### config.mk
export PLATFORM = sky130hd
export DESIGN_NAME = jtag_host_master
export DESIGN_NICKNAME = d
export VERILOG_FILES = /design/src/rtl/jtag_host_master.sv
export SDC_FILE = /design/constraint.sdc
export NUM_CORES = 1
export LEC_CHECK = 0
export BUFFER_PORTS_ARGS = -buffer_cell sky130_fd_sc_hd__buf_2
export CORE_ASPECT_RATIO = 1.5
export CORE_MARGIN = 4
export CORE_UTILIZATION = 60
export CTS_BUF_LIST = sky130_fd_sc_hd__clkbuf_4 sky130_fd_sc_hd__clkbuf_8
export DETAILED_ROUTE_END_ITERATION = 10
export GPL_TIMING_DRIVEN = 1
export PLACE_DENSITY_LB_ADDON = 0.08
export SYNTH_ARGS = -nofsm -noshare
export SYNTH_HDL_FRONTEND = slang
export SYNTH_SLANG_ARGS = --single-unit
### constraint.sdc
create_clock -name iCLK -period 6.6 [get_ports iCLK]
set_input_delay 0.66 -clock iCLK [delete_from_list [all_inputs] [get_ports iCLK]]
set_output_delay 0.66 -clock iCLK [all_outputs]
set_load 0.01 [all_outputs]
### src/rtl/jtag_host_master.sv
// Host-side JTAG initiator: bit-bangs a TAP through one IR write ({1,wr,rd})
// and one DR exchange, returning the word shifted out of TDO.
module jtag_host_master #(
  parameter int CLK_DIV = 2,
  parameter int DR_LEN  = 32,
  parameter int IR_LEN  = 9
) (
  input  logic              iCLK,
  input  logic              iRST,
  input  logic              iSTART,
  input  logic [3:0]        iWR_ADDR,
  input  logic [3:0]        iRD_ADDR,
  input  logic [DR_LEN-1:0] iWDATA,
  output logic              oBUSY,
  output logic              oDONE,
  output logic [DR_LEN-1:0] oRDATA,
  output logic              oTCK,
  output logic              oTMS,
  output logic              oTDI,
  input  logic              iTDO
);
  localparam int MAX_LEN = (IR_LEN > DR_LEN) ? IR_LEN : DR_LEN;
  localparam int CNT_W   = (MAX_LEN > 1) ? $clog2(MAX_LEN) : 1;
  localparam int PAD_W   = 1 << CNT_W;
  localparam int DIV_W   = (CLK_DIV > 1) ? $clog2(CLK_DIV) : 1;

  // Encoded in sequence order so the next phase is always state + 1.
  localparam logic [3:0] S_IDLE     = 4'd0;
  localparam logic [3:0] S_TLR      = 4'd1;
  localparam logic [3:0] S_IR_HDR   = 4'd2;
  localparam logic [3:0] S_IR_SHIFT = 4'd3;
  localparam logic [3:0] S_IR_TAIL  = 4'd4;
  localparam logic [3:0] S_DR_HDR   = 4'd5;
  localparam logic [3:0] S_DR_SHIFT = 4'd6;
  localparam logic [3:0] S_DR_TAIL  = 4'd7;
  localparam logic [3:0] S_DONE     = 4'd8;

  logic [3:0]        state_q, state_d, ns;
  logic [CNT_W-1:0]  cnt_q, cnt_d, nc;
  logic [DIV_W-1:0]  div_q, div_d;
  logic              tck_q, tck_d, tms_q, tms_d, tdi_q, tdi_d;
  logic              busy_q, busy_d, done_q, done_d, unk_q, unk_d;
  logic [PAD_W-1:0]  ir_q, ir_d, wd_q, wd_d, cap_q, cap_d;
  logic [DR_LEN-1:0] rdata_q, rdata_d;
  logic              eop, last;

  function automatic logic [CNT_W-1:0] last_bit(input logic [3:0] s);
    case (s)
      S_TLR:      last_bit = CNT_W'(5);
      S_IR_HDR:   last_bit = CNT_W'(3);
      S_IR_SHIFT: last_bit = CNT_W'(IR_LEN - 1);
      S_DR_HDR:   last_bit = CNT_W'(2);
      S_DR_SHIFT: last_bit = CNT_W'(DR_LEN - 1);
      default:    last_bit = CNT_W'(1);
    endcase
  endfunction

  function automatic logic tms_of(input logic [3:0] s, input logic [CNT_W-1:0] c);
    case (s)
      S_TLR:                         tms_of = (c != last_bit(s));
      S_IR_HDR:                      tms_of = (c < CNT_W'(2));
      S_IR_SHIFT, S_DR_SHIFT:        tms_of = (c == last_bit(s));
      S_IR_TAIL, S_DR_HDR, S_DR_TAIL: tms_of = (c == '0);
      default:                       tms_of = 1'b0;
    endcase
  endfunction

  always_comb begin
    state_d = state_q; cnt_d = cnt_q; div_d = div_q;
    tck_d = tck_q; tms_d = tms_q; tdi_d = tdi_q;
    busy_d = busy_q; done_d = 1'b0; unk_d = unk_q;
    ir_d = ir_q; wd_d = wd_q; cap_d = cap_q; rdata_d = rdata_q;
    eop  = (div_q == DIV_W'(CLK_DIV - 1));
    last = (cnt_q == last_bit(state_q));
    ns   = last ? state_q + 4'd1 : state_q;
    nc   = last ? '0 : cnt_q + CNT_W'(1);
    case (state_q)
      S_IDLE: begin
        tck_d = 1'b0;
        if (iSTART) begin
          state_d = unk_q ? S_TLR : S_IR_HDR;
          cnt_d   = '0;
          div_d   = '0;
          busy_d  = 1'b1;
          tms_d   = 1'b1;  // both TLR and IR_HDR open with TMS=1
          tdi_d   = 1'b0;
          ir_d    = PAD_W'({1'b1, iWR_ADDR, iRD_ADDR});
          wd_d    = PAD_W'(iWDATA);
        end
      end
      S_DONE: begin
        state_d = S_IDLE;
        tck_d   = 1'b0;
        div_d   = '0;
      end
      default: begin
        div_d = eop ? '0 : div_q + DIV_W'(1);
        if (eop) tck_d = ~tck_q;
        if (eop && !tck_q && state_q == S_DR_SHIFT) cap_d[cnt_q] = iTDO;
        if (eop && tck_q) begin
          state_d = ns;
          cnt_d   = nc;
          tms_d   = tms_of(ns, nc);
          tdi_d   = (ns == S_IR_SHIFT) ? ir_q[nc] :
                    (ns == S_DR_SHIFT) ? wd_q[nc] : 1'b0;
          if (state_q == S_TLR && last) unk_d = 1'b0;
        end
        // The final high-phase cycle of the last TCK doubles as the DONE cycle.
        if (state_q == S_DR_TAIL && last && tck_d && div_d == DIV_W'(CLK_DIV - 1)) begin
          state_d = S_DONE;
          busy_d  = 1'b0;
          done_d  = 1'b1;
          rdata_d = cap_q[DR_LEN-1:0];
        end
      end
    endcase
  end

  always_ff @(posedge iCLK) begin
    if (iRST) begin
      state_q <= S_IDLE; cnt_q <= '0; div_q <= '0;
      tck_q <= 1'b0; tms_q <= 1'b1; tdi_q <= 1'b0;
      busy_q <= 1'b0; done_q <= 1'b0; unk_q <= 1'b1;
      ir_q <= '0; wd_q <= '0; cap_q <= '0; rdata_q <= '0;
    end else begin
      state_q <= state_d; cnt_q <= cnt_d; div_q <= div_d;
      tck_q <= tck_d; tms_q <= tms_d; tdi_q <= tdi_d;
      busy_q <= busy_d; done_q <= done_d; unk_q <= unk_d;
      ir_q <= ir_d; wd_q <= wd_d; cap_q <= cap_d; rdata_q <= rdata_d;
    end
  end

  assign oBUSY  = busy_q;
  assign oDONE  = done_q;
  assign oRDATA = rdata_q;
  assign oTCK   = tck_q;
  assign oTMS   = tms_q;
  assign oTDI   = tdi_q;
endmodule

==> results of run 1 <==
layer usage:
metal | GRT usage | wire [um]
met5 | 0 | 0
met4 | 0.0853 | 337
met3 | 0.0663 | 635
met2 | 0.443 | 7130
met1 | 0.297 | 5410
synth_stat cells, drive strengths merged, types with 2 or more instances:
master,count
mux4,8
nand2,228
ha,10
clkbuf,50
nor2b,6
and3,8
nand3b,3
xnor2,6
and4b,2
and2,7
or3,3
nor4,4
o41ai,3
nand2b,4
dfxtp,121
nor2,26
o21ai,8
inv,9
nor3,14
nor4b,4
nand4,3
a31oi,4
a21oi,114
mux2,2
o31a,2
a21o,2
mux2i,6
a311oi,2
a32oi,4
nand3,43
buf,11
path summary, 6_finish.rpt:
kind,startpoint,to,depth (start not counted)
max,state_q[1]$_SDFFE_PP0P_,oRDATA[8]$_SDFFE_PP0P_,8
min,oRDATA[23]$_SDFFE_PP0P_,oRDATA[23]$_SDFFE_PP0P_,2
max reg2reg,state_q[1]$_SDFFE_PP0P_,oRDATA[8]$_SDFFE_PP0P_,8
min reg2reg,oRDATA[23]$_SDFFE_PP0P_,oRDATA[23]$_SDFFE_PP0P_,2
area by class of cell:
cell class / instances / share of cell area
clock inverter: 7 / 0.0217
multi-input combinational: 546 / 0.457
timing repair buffer: 84 / 0.0677
sequential: 121 / 0.379
inverter: 9 / 0.00528
tap: 112 / 0.0219
clock buffer: 22 / 0.0473
per-stage QoR:
stage,hold slack (ps),cell area [um2],cells,setup slack (ps)
final,450,6390,901,2720
after global routing,439,6390,901,2360
after CTS,452,6390,901,2700
after detailed placement,443,5950,872,2760
after global placement,438,5950,872,2830
after floorplan,431,5620,737,3440
worst reg2reg max path, cell delays in order, from the launching register on:
cell	delay [ps]
dfxtp_1	570
ha_1	430
or3b_1	400
a211oi_2	250
xnor2_1	180
nor3_2	690
nand2_1	840
nand2_1	280
a21oi_1	90
power by group:
part | internal [W] | switching (W)
Combinational | 0.0000397 | 0.0000630
Clock | 0.000456 | 0.000279
Sequential | 0.000751 | 0.0000148
sequential cells by signal, indices dropped and copies added (netlist names):
name     cells
cap_q       32
cnt_q        5
div_q        1
ir_q         9
oBUSY        1
oDONE        1
oRDATA      32
oTCK         1
oTDI         1
oTMS         1
state_q      4
unk_q        1
wd_q        32
cell usage in the layout, fill, tap and decap left out, drive strengths merged, types with 2 or more instances in the layout:
master,n
nor3,14
and4b,2
inv,10
or3,3
a31oi,4
nand2b,4
nand2,228
a311oi,2
clkinv,2
o31a,2
nand3,43
nor2,26
clkbuf,22
and3,8
dfxtp,121
buf,84
a32oi,4
mux2,2
nor4,4
nand4,3
ha,10
xnor2,6
mux4,8
nand3b,3
nor2b,6
o21ai,8
bufinv,4
nor4b,4
o41ai,3
mux2i,6
a21o,2
and2,7
a21oi,114
cell families (layout without fill, tap and decap cells):
kind of cell    Yosys count  count (layout)  synth area share
flops                   121             121             0.431
mux                      16              16            0.0467
fa+ha+maj                10              10            0.0223
xor+xnor                  7               7            0.0109
simple gates            360             360             0.284
compound gates          153             153             0.155
buf+inv                  70             122            0.0507
==> impl_results.md, run 1 <==
- Post-CTS Resized: 0
- Worst Hold Class: flip-flop to flip-flop
- Reg area: 0.00242 mm2
- Synth top area share: 0.431
- Num CTS Buffers: 17
- Mapped Avg Cell Area: 7.63 um2
- Drt drc: 0
- Fmax: 258 MHz
- H-tree depth: 4
- Crit-path max cell delay: 840 ps
- Yosys reg bits: 121
- Post-CTS Repair Setup Buffers: 0
- Core area: 0.00920 mm2
- Multi-input logic area: 0.00292 mm2
- Vias post-DR: 5129
- Hold Fails Final Rpt: 0
- HPWL Detailed: 9180 um
- Total Routed Length: 13500 um
- Leak Pwr: 2.36 nW
- Setup Skew: 6.63 ps
- Post-synth EDFFs: 0
- Vias in the first global route: 4638
- Worst reg-to-reg setup slack: 2720 ps
- Class of the most critical setup path: flip-flop to flip-flop
- Overall Power: 0.00160 W
- Max Cap Viol: 0
- Die extent in x: 87.0 um
- CP max FO: 34
- P&R area growth vs syn: 13.7%
- Layout cells sized above 1: 0.161
- Most common cell on crit path: nand2_1
- Maximum VDD drop: 195 uV
- DR WL/cell: 15.0 um
- Grt ovf: 0
- Worst Setup Start Kind: flip-flop
- Status: complete, no violations
- Clock sink total: 121
- Number of DRC markers in iteration 0: 272
- Total power divided by cell area: 251 mW/mm2
- Async set or reset register ratio after synthesis: 0
- Final setup fails: 0
- Cell taking the most area after synthesis: dfxtp_1
- Util after Layout: 0.695
- Top_reg_cell synth: dfxtp_1
- Initial antenna violation count: 0
- Row count: 43
- Cell Area, Synth: 0.00562 mm2
- Final setup TNS: 0 ps
- Final Max Slew Viols: 0
- Avg Vias per Cell: 5.69
- CP arrival: 4160 ps
- DRT Pass-1 Iters: 6
- Clk pin slew, worst setup/hold paths: 70 ps
- I/O pin count: 81
- Crit-path cells: ha_1 -> or3b_1 -> a211oi_2 -> xnor2_1 -> nor3_2 -> nand2_1 -> nand2_1 -> a21oi_1
- First-pass GRT wire length: 22500 um
- Fillers: 793
- WP buf/inv: 0
- WP data required: 6880 ps
- Min Tclk post-route: 3880 ps
- Area contributors post-synth: dfxtp_1, nand2_1, a21oi_1
- Endpoint type of the worst setup path: flip-flop
- Largest net degree at the start of global routing: 84
- Seq/Total Area, Yosys: 0.431
- Syn Inst Count: 737
- Routed Antenna Nets: 0
- PortBufs: 80
- Slew HR: 0.293
- Overall Global Routing Usage: 0.254
- CTS tree: yes
- Routability cong.: 0.893
- Ant. Diodes: 0
- CP max stage cell: nand2_1
- Initial core utilization: 0.611
- Fin crit share: 0.588
- CTS Hold Bufs: 0
- Synth unique cells: 58
- Slew @ Worst Pin: 1060 ps
- Clk root buf: clkbuf_8
- Synthesized Nets: 791
- Worst skew pair latency: 430 ps
- Nets@finish: 833
- CP top delay family: simple AND/OR/NAND/NOR gates
- DIE AREA: 0.0110 mm2
- Yosys warning count: 0
- DIE HEIGHT: 127 um
- Clock Tree Buf Depth: 2
- RSZ-0062 raised after global routing: no
No activity file was read; power rests on OpenSTA's default activity.
==> run 2, diff against run 1 <==
--- a/config.mk
+++ b/config.mk
@@ -8,7 +8,7 @@
 export BUFFER_PORTS_ARGS = -buffer_cell sky130_fd_sc_hd__buf_2
 export CORE_ASPECT_RATIO = 1.5
 export CORE_MARGIN = 4
-export CORE_UTILIZATION = 60
+export CORE_UTILIZATION = 59
 export CTS_BUF_LIST = sky130_fd_sc_hd__clkbuf_4 sky130_fd_sc_hd__clkbuf_8
 export DETAILED_ROUTE_END_ITERATION = 10
 export GPL_TIMING_DRIVEN = 1
==> constraint.sdc (replaced) <==
create_clock -name iCLK -period 3.61 [get_ports iCLK]
set_input_delay 0.361 -clock iCLK [delete_from_list [all_inputs] [get_ports iCLK]]
set_output_delay 0.361 -clock iCLK [all_outputs]
set_load 0.01 [all_outputs]
==> impl_results.md, run 2 (synthesis results as in run 1) <==
- Status: complete, no violations
- Fmax: 314 MHz
- Worst setup margin: 422 ps
- Nets@finish: 839
- Initial antenna violation count: 0
- Pre-CTS setup slack: 441 ps
- DRT Pass-1 Iters: 5
- CP max stage cell: dfxtp_1
- Leak Pwr: 2.36 nW
- First-pass GRT wire length: 22600 um
- Final Max Slew Viols: 0
- Dpl cell area: 0.00600 mm2
- Drt drc: 0
- Post-CTS Repair Setup Buffers: 0
- CP max FO: 14
- DIE HEIGHT: 128 um
- Ant. Diodes: 0
- Hold Fails Final Rpt: 0
- Avg Vias per Cell: 5.73
- Number of DRC markers in iteration 0: 319
- Endpoint type of the worst setup path: flip-flop
- Die extent in x: 87.7 um
- Worst skew pair latency: 450 ps
- H-tree depth: 4
- RSZ-0062 raised after global routing: no
- PortBufs: 80
- Vias in the first global route: 4853
- Vias post-DR: 5206
- Finished Layout Cells: 909
- Routed Antenna Nets: 0
- WP data required: 3950 ps
- Placed Cells: 878
- Slew HR: 0.438
- Fillers: 793
- Most frequent cells in the layout: nand2_1, dfxtp_1, a21oi_1
- Initial core utilization: 0.608
- Worst Hold Class: input port to flip-flop
- Maximum VDD drop: 339 uV
- Crit-path cells: inv_1 -> ha_1 -> or3b_1 -> a211oi_2 -> xnor2_1 -> or3_4 -> or3_1 -> a311o_1 -> o41ai_1
- Highest metal used: met4
- CTS Hold Bufs: 0
- Clock Tree Buf Depth: 2
- Setup Skew: 8.93 ps
- DIE AREA: 0.0112 mm2
- Clock sink total: 121
- Max Cap Viol: 0
- Clk pin slew, worst setup/hold paths: 70 ps
- Post-CTS Resized: 0
- Routability cong.: 0.877
- Num CTS Buffers: 17
- Core area: 0.00925 mm2
- CTS tree: yes
- HPWL Detailed: 9370 um
- Worst Setup Start Kind: flip-flop
- Final setup fails: 0
- Class of the most critical setup path: flip-flop to flip-flop
- Total power divided by cell area: 433 mW/mm2
- Clk root buf: clkbuf_8
- Finished Cell Area: 0.00638 mm2
- Total Routed Length: 13500 um
- DR WL/cell: 14.8 um
- Largest net degree at the start of global routing: 77
- Clock network power share: 0.426
- Sw frac: 0.248
- WL met1: 5340 um
- P&R area growth vs syn: 13.5%
- Min Tclk post-route: 3190 ps
- Row count: 43
- Layout cells sized above 1: 0.169
- Overall Global Routing Usage: 0.253
- I/O pin count: 81
- Fin crit share: 0.883
- Hold_ws: 148 ps
- Internal: 0.00208 W
- Reg power frac: 0.506
- Met2 WL: 7180 um
- Logic pwr share: 0.068
- Switching pwr: 0.000684 W
- Most common cell after layout, fill and taps aside: nand2_1
- CP arrival: 3530 ps
- Crit-path max cell delay: 540 ps
- Met3 wire len: 595 um
- Grt ovf: 0
- Final setup TNS: 0 ps
- Slew @ Worst Pin: 843 ps
## run 2: cell types whose count changed in the layout (fill, tap and decap cells not counted)
cell / change
clkbuf_8: -4
clkinvlp_4: +2
clkinv_2: +3
clkbuf_4: +1
buf_4: +6
clkinv_4: +2
bufinv_16: -2
## run 2: through the flow
stage / total power, W / util
floorplan: 0.00155 / -
global placement: 0.00161 / 0.648
detailed placement: 0.00162 / 0.648
CTS: 0.00278 / 0.689
global route: 0.00287 / 0.689
finish: 0.00276 / 0.689
## run 2: layout make-up
cell class,instances,area (um2),share of cell area
Clock inverter,12,126,0.0198
Clock buffer,19,255,0.0400
Inverter,9,33.8,0.00530
Sequential cell,121,2420,0.380
Tap cell,112,140,0.0220
Timing Repair Buffer,90,478,0.0749
Multi-Input combinational cell,546,2920,0.458
## run 2: final timing paths
check	start	to	slack [ps]	depth (start not counted)
hold / removal	iWR_ADDR[1]	ir_q[5]$_SDFFE_PP0P_	150	3
hold reg to reg	oRDATA[8]$_SDFFE_PP0P_	oRDATA[8]$_SDFFE_PP0P_	450	2
setup / recovery	state_q[1]$_SDFFE_PP0P_	oTDI$_SDFFE_PP0P_	420	9
setup reg to reg	state_q[1]$_SDFFE_PP0P_	oTDI$_SDFFE_PP0P_	420	9
## run 2: power groups by stage
stage / clock (W) / sequential, W / combinational (W)
global placement: 0 / 0.00142 / 0.000186
detailed placement: 0 / 0.00143 / 0.000190
global route: 0.00126 / 0.00140 / 0.000216
finish: 0.00118 / 0.00140 / 0.000189
CTS: 0.00119 / 0.00140 / 0.000190
floorplan: 0 / 0.00142 / 0.000136
## run 2: layer usage
metal	up-vias	track usage
li1	2602	-
met1	2418	0.280
met2	150	0.455
met3	36	0.0465
met4	0	0.122
met5	-	0
## run 2: worst max-delay path, delay by kind of cell (launching register included)
kind | cells | cell delay [ps]
AND/OR/NAND/NOR | 3 | 1280
AO/OA/AOI/OAI | 3 | 670
flip-flops | 1 | 540
adder cells (fa/ha/maj) | 1 | 290
XOR/XNOR | 1 | 170
buffers and inverters | 1 | 130
==> run 3, diff against run 2 <==
--- a/config.mk
+++ b/config.mk
@@ -5,6 +5,7 @@
 export SDC_FILE = /design/constraint.sdc
 export NUM_CORES = 1
 export LEC_CHECK = 0
+export ABC_AREA = 1
 export BUFFER_PORTS_ARGS = -buffer_cell sky130_fd_sc_hd__buf_2
 export CORE_ASPECT_RATIO = 1.5
 export CORE_MARGIN = 4
==> impl_results.md, run 3 <==
- Final setup TNS: 0 ps
- Pre-CTS setup slack: 496 ps
- Layout cells sized above 1: 0.177
- Core area: 0.00893 mm2
- CP arrival: 3500 ps
- Nets@finish: 853
- Setup Skew: 10.5 ps
- Worst r2r dst: oTDI$_SDFFE_PP0P_
- Syn Inst Count: 736
- RSZ-0062 raised after global routing: no
- Overall Global Routing Usage: 0.253
- Worst Setup Start Kind: flip-flop
- Total power divided by cell area: 628 mW/mm2
- Initial core utilization: 0.613
- Final Max Slew Viols: 0
- Synth Area in XOR/XNOR: 0.0114
- Die extent in x: 86.6 um
- Area contributors post-synth: dfxtp_1, a21oi_1, o21ai_0
- Grt ovf: 0
- Synth unique cells: 37
- Synthesized Nets: 790
- Post-CTS Resized: 0
- Leak Pwr: 2.87 nW
- H-tree depth: 4
- Synth Area in Adders: 0.0229
- Final setup fails: 0
- Vias post-DR: 5144
- CP top delay family: simple AND/OR/NAND/NOR gates
- Crit-path max cell delay: 510 ps
- Hold path cells: 3
- Post-synth top cells: dfxtp_1, nand2_1, a21oi_1, nor2_1, inv_1
- CP max stage cell: dfxtp_1
- P&R area growth vs syn: 14.9%
- Yosys reg bits: 121
- Worst reg-to-reg setup slack: 420 ps
- Fillers: 748
- Slew HR: 0.335
- Status: complete, no violations
- Yosys warning count: 0
- HPWL Detailed: 9310 um
- Async set or reset register ratio after synthesis: 0
- Class of the most critical setup path: flip-flop to flip-flop
- WP data required: 3920 ps
- Total Routed Length: 13200 um
- WP buf/inv: 2
- Clock Tree Buf Depth: 2
- Vias in the first global route: 4930
- Most frequent cells in the layout: dfxtp_1, nand2_1, a21oi_1
- Clk pin slew, worst setup/hold paths: 70 ps
- Top_reg_cell synth: dfxtp_1
- Slew @ Worst Pin: 994 ps
- Avg Vias per Cell: 5.58
- Ant. Diodes: 0
- CTS Hold Bufs: 0
- Cell Area, Synth: 0.00547 mm2
- Num CTS Buffers: 17
- Fin crit share: 0.884
- Row count: 42
- Number of DRC markers in iteration 0: 301
- Crit-path cells: inv_1 -> ha_1 -> nand3_2 -> nand2_2 -> xor2_1 -> nor2_2 -> nand3_4 -> nand2_2 -> clkinv_1 -> nand2_1 -> nand3_1 -> nand3_1 -> nand3_1 -> nand2_1 -> nand2_1 -> nand3_1 -> a21oi_1
- Post-synth EDFFs: 0
- Fmax: 313 MHz
- Initial antenna violation count: 0
- Simple-gate share of the synthesized area: 0.199
- DRT Pass-1 Iters: 5
- Routability cong.: 0.950
- Largest family of logic cells by synthesized area: compound AO/OA/AOI/OAI gates
- Worst skew pair latency: 440 ps
- Clock sink total: 121
- Routed Antenna Nets: 0
- Hold Fails Final Rpt: 0
- Mapped Avg Cell Area: 7.44 um2
- PortBufs: 80
- Most frequent cell after synthesis: dfxtp_1
- Post-CTS Repair Setup Buffers: 0
- Post-synthesis mux area share: 0
- Compound-Gate Fraction of Synth Area: 0.230
- Min Tclk post-route: 3190 ps
- Most common cell after layout, fill and taps aside: dfxtp_1
- Seq/Total Area, Yosys: 0.443
- Endpoint type of the worst setup path: flip-flop
- DIE HEIGHT: 126 um
- Worst setup margin: 419 ps
- CP max FO: 26
- Maximum VDD drop: 472 uV
- Hold Path End: wd_q[21]$_SDFFE_PP0P_
- Most common cell on crit path: nand3_1
- DR WL/cell: 14.3 um
- Clk root buf: clkbuf_8
- First-pass GRT wire length: 22200 um
- Drt drc: 0
- Worst Hold Class: input port to flip-flop
- DIE AREA: 0.0109 mm2
- Hold Startpoint: iWDATA[21]
- R2R depth: 17
- Max Cap Viol: 0
- Synth top area share: 0.443
- CTS tree: yes
- I/O pin count: 81
- Largest net degree at the start of global routing: 46
- Worst r2r src: state_q[0]$_SDFFE_PP0P_
- Cell taking the most area after synthesis: dfxtp_1
==> run 3: cell count changes in the layout (fill, tap and decap cells not counted), sizes merged, moves of 8 or more <==
cell | before | now
nand2 | 228 | 104
mux4 | 8 | 0
inv | 10 | 84
a311oi | 2 | 31
a21oi | 114 | 93
o21ai | 8 | 82
and3 | 8 | 0
nor2 | 26 | 91
==> run 3: kinds of logic (layout without fill, tap and decap cells) <==
kind of cell | count (synthesis) | after routing
flops | 121 | 121
buf+inv | 128 | 204
fa+ha+maj | 10 | 10
compound gates | 217 | 217
xor+xnor | 5 | 5
simple gates | 255 | 255
==> run 3: power breakdown <==
group          total [W]  internal [W]  leakage (nW)  switching [W]
logic            0.00110      0.000355          1.69       0.000749
registers        0.00159       0.00149         0.985       0.000105
clock network    0.00125      0.000692         0.195       0.000563
==> run 3: metrics by stage <==
| step | instances | area [um2] | hold slack (ps) | utilization | total power [W] |
|---|---|---|---|---|---|
| 4_1_cts | 922 | 6290 | 173 | 0.704 | 0.00396 |
| 3_5_place_dp | 890 | 5880 | 439 | 0.658 | 0.00272 |
| 6_report | 922 | 6290 | 193 | 0.704 | 0.00395 |
| 3_3_place_gp | 890 | 5880 | 433 | 0.658 | 0.00268 |
| 5_1_grt | 922 | 6290 | 184 | 0.704 | 0.00420 |
| 2_1_floorplan | 736 | 5470 | 424 | - | 0.00250 |
==> run 3: worst max-delay path by stage <==
stage | startpoint | to | slack, ps | depth (start not counted)
final | state_q[0]$_SDFFE_PP0P_ | oTDI$_SDFFE_PP0P_ | 420 | 17
after detailed placement | state_q[0]$_SDFFE_PP0P_ | oTDI$_SDFFE_PP0P_ | 500 | 17
after global routing | state_q[0]$_SDFFE_PP0P_ | oTDI$_SDFFE_PP0P_ | 160 | 18
after floorplan | state_q[0]$_SDFFE_PP0P_ | oTDI$_SDFFE_PP0P_ | 1220 | 17
after CTS | state_q[0]$_SDFFE_PP0P_ | oTDI$_SDFFE_PP0P_ | 460 | 17
after global placement | state_q[0]$_SDFFE_PP0P_ | oTDI$_SDFFE_PP0P_ | 710 | 17
==> run 3: metal layers <==
| metal | global-route usage | routed length (um) | vias to the layer above |
|---|---|---|---|
| li1 | - | - | 2601 |
| met1 | 0.273 | 5240 | 2365 |
| met2 | 0.448 | 7020 | 151 |
| met3 | 0.0654 | 659 | 27 |
| met4 | 0.121 | 308 | 0 |
| met5 | 0 | 0 | - |
==> run 3: final cells by class <==
cell class | count | area, um2 | share of cell area
multi-input cells | 487 | 2540 | 0.403
flip-flops and latches | 121 | 2420 | 0.385
repair buffers | 89 | 468 | 0.0744
inverters | 83 | 312 | 0.0495
clock buffers | 18 | 241 | 0.0384
clock inverters | 14 | 173 | 0.0275
well taps | 110 | 138 | 0.0219
==> run 3: worst min-delay path, stage by stage <==
cell and delay (ps):
buf_2 70, o21ai_0 70, a21oi_1 100
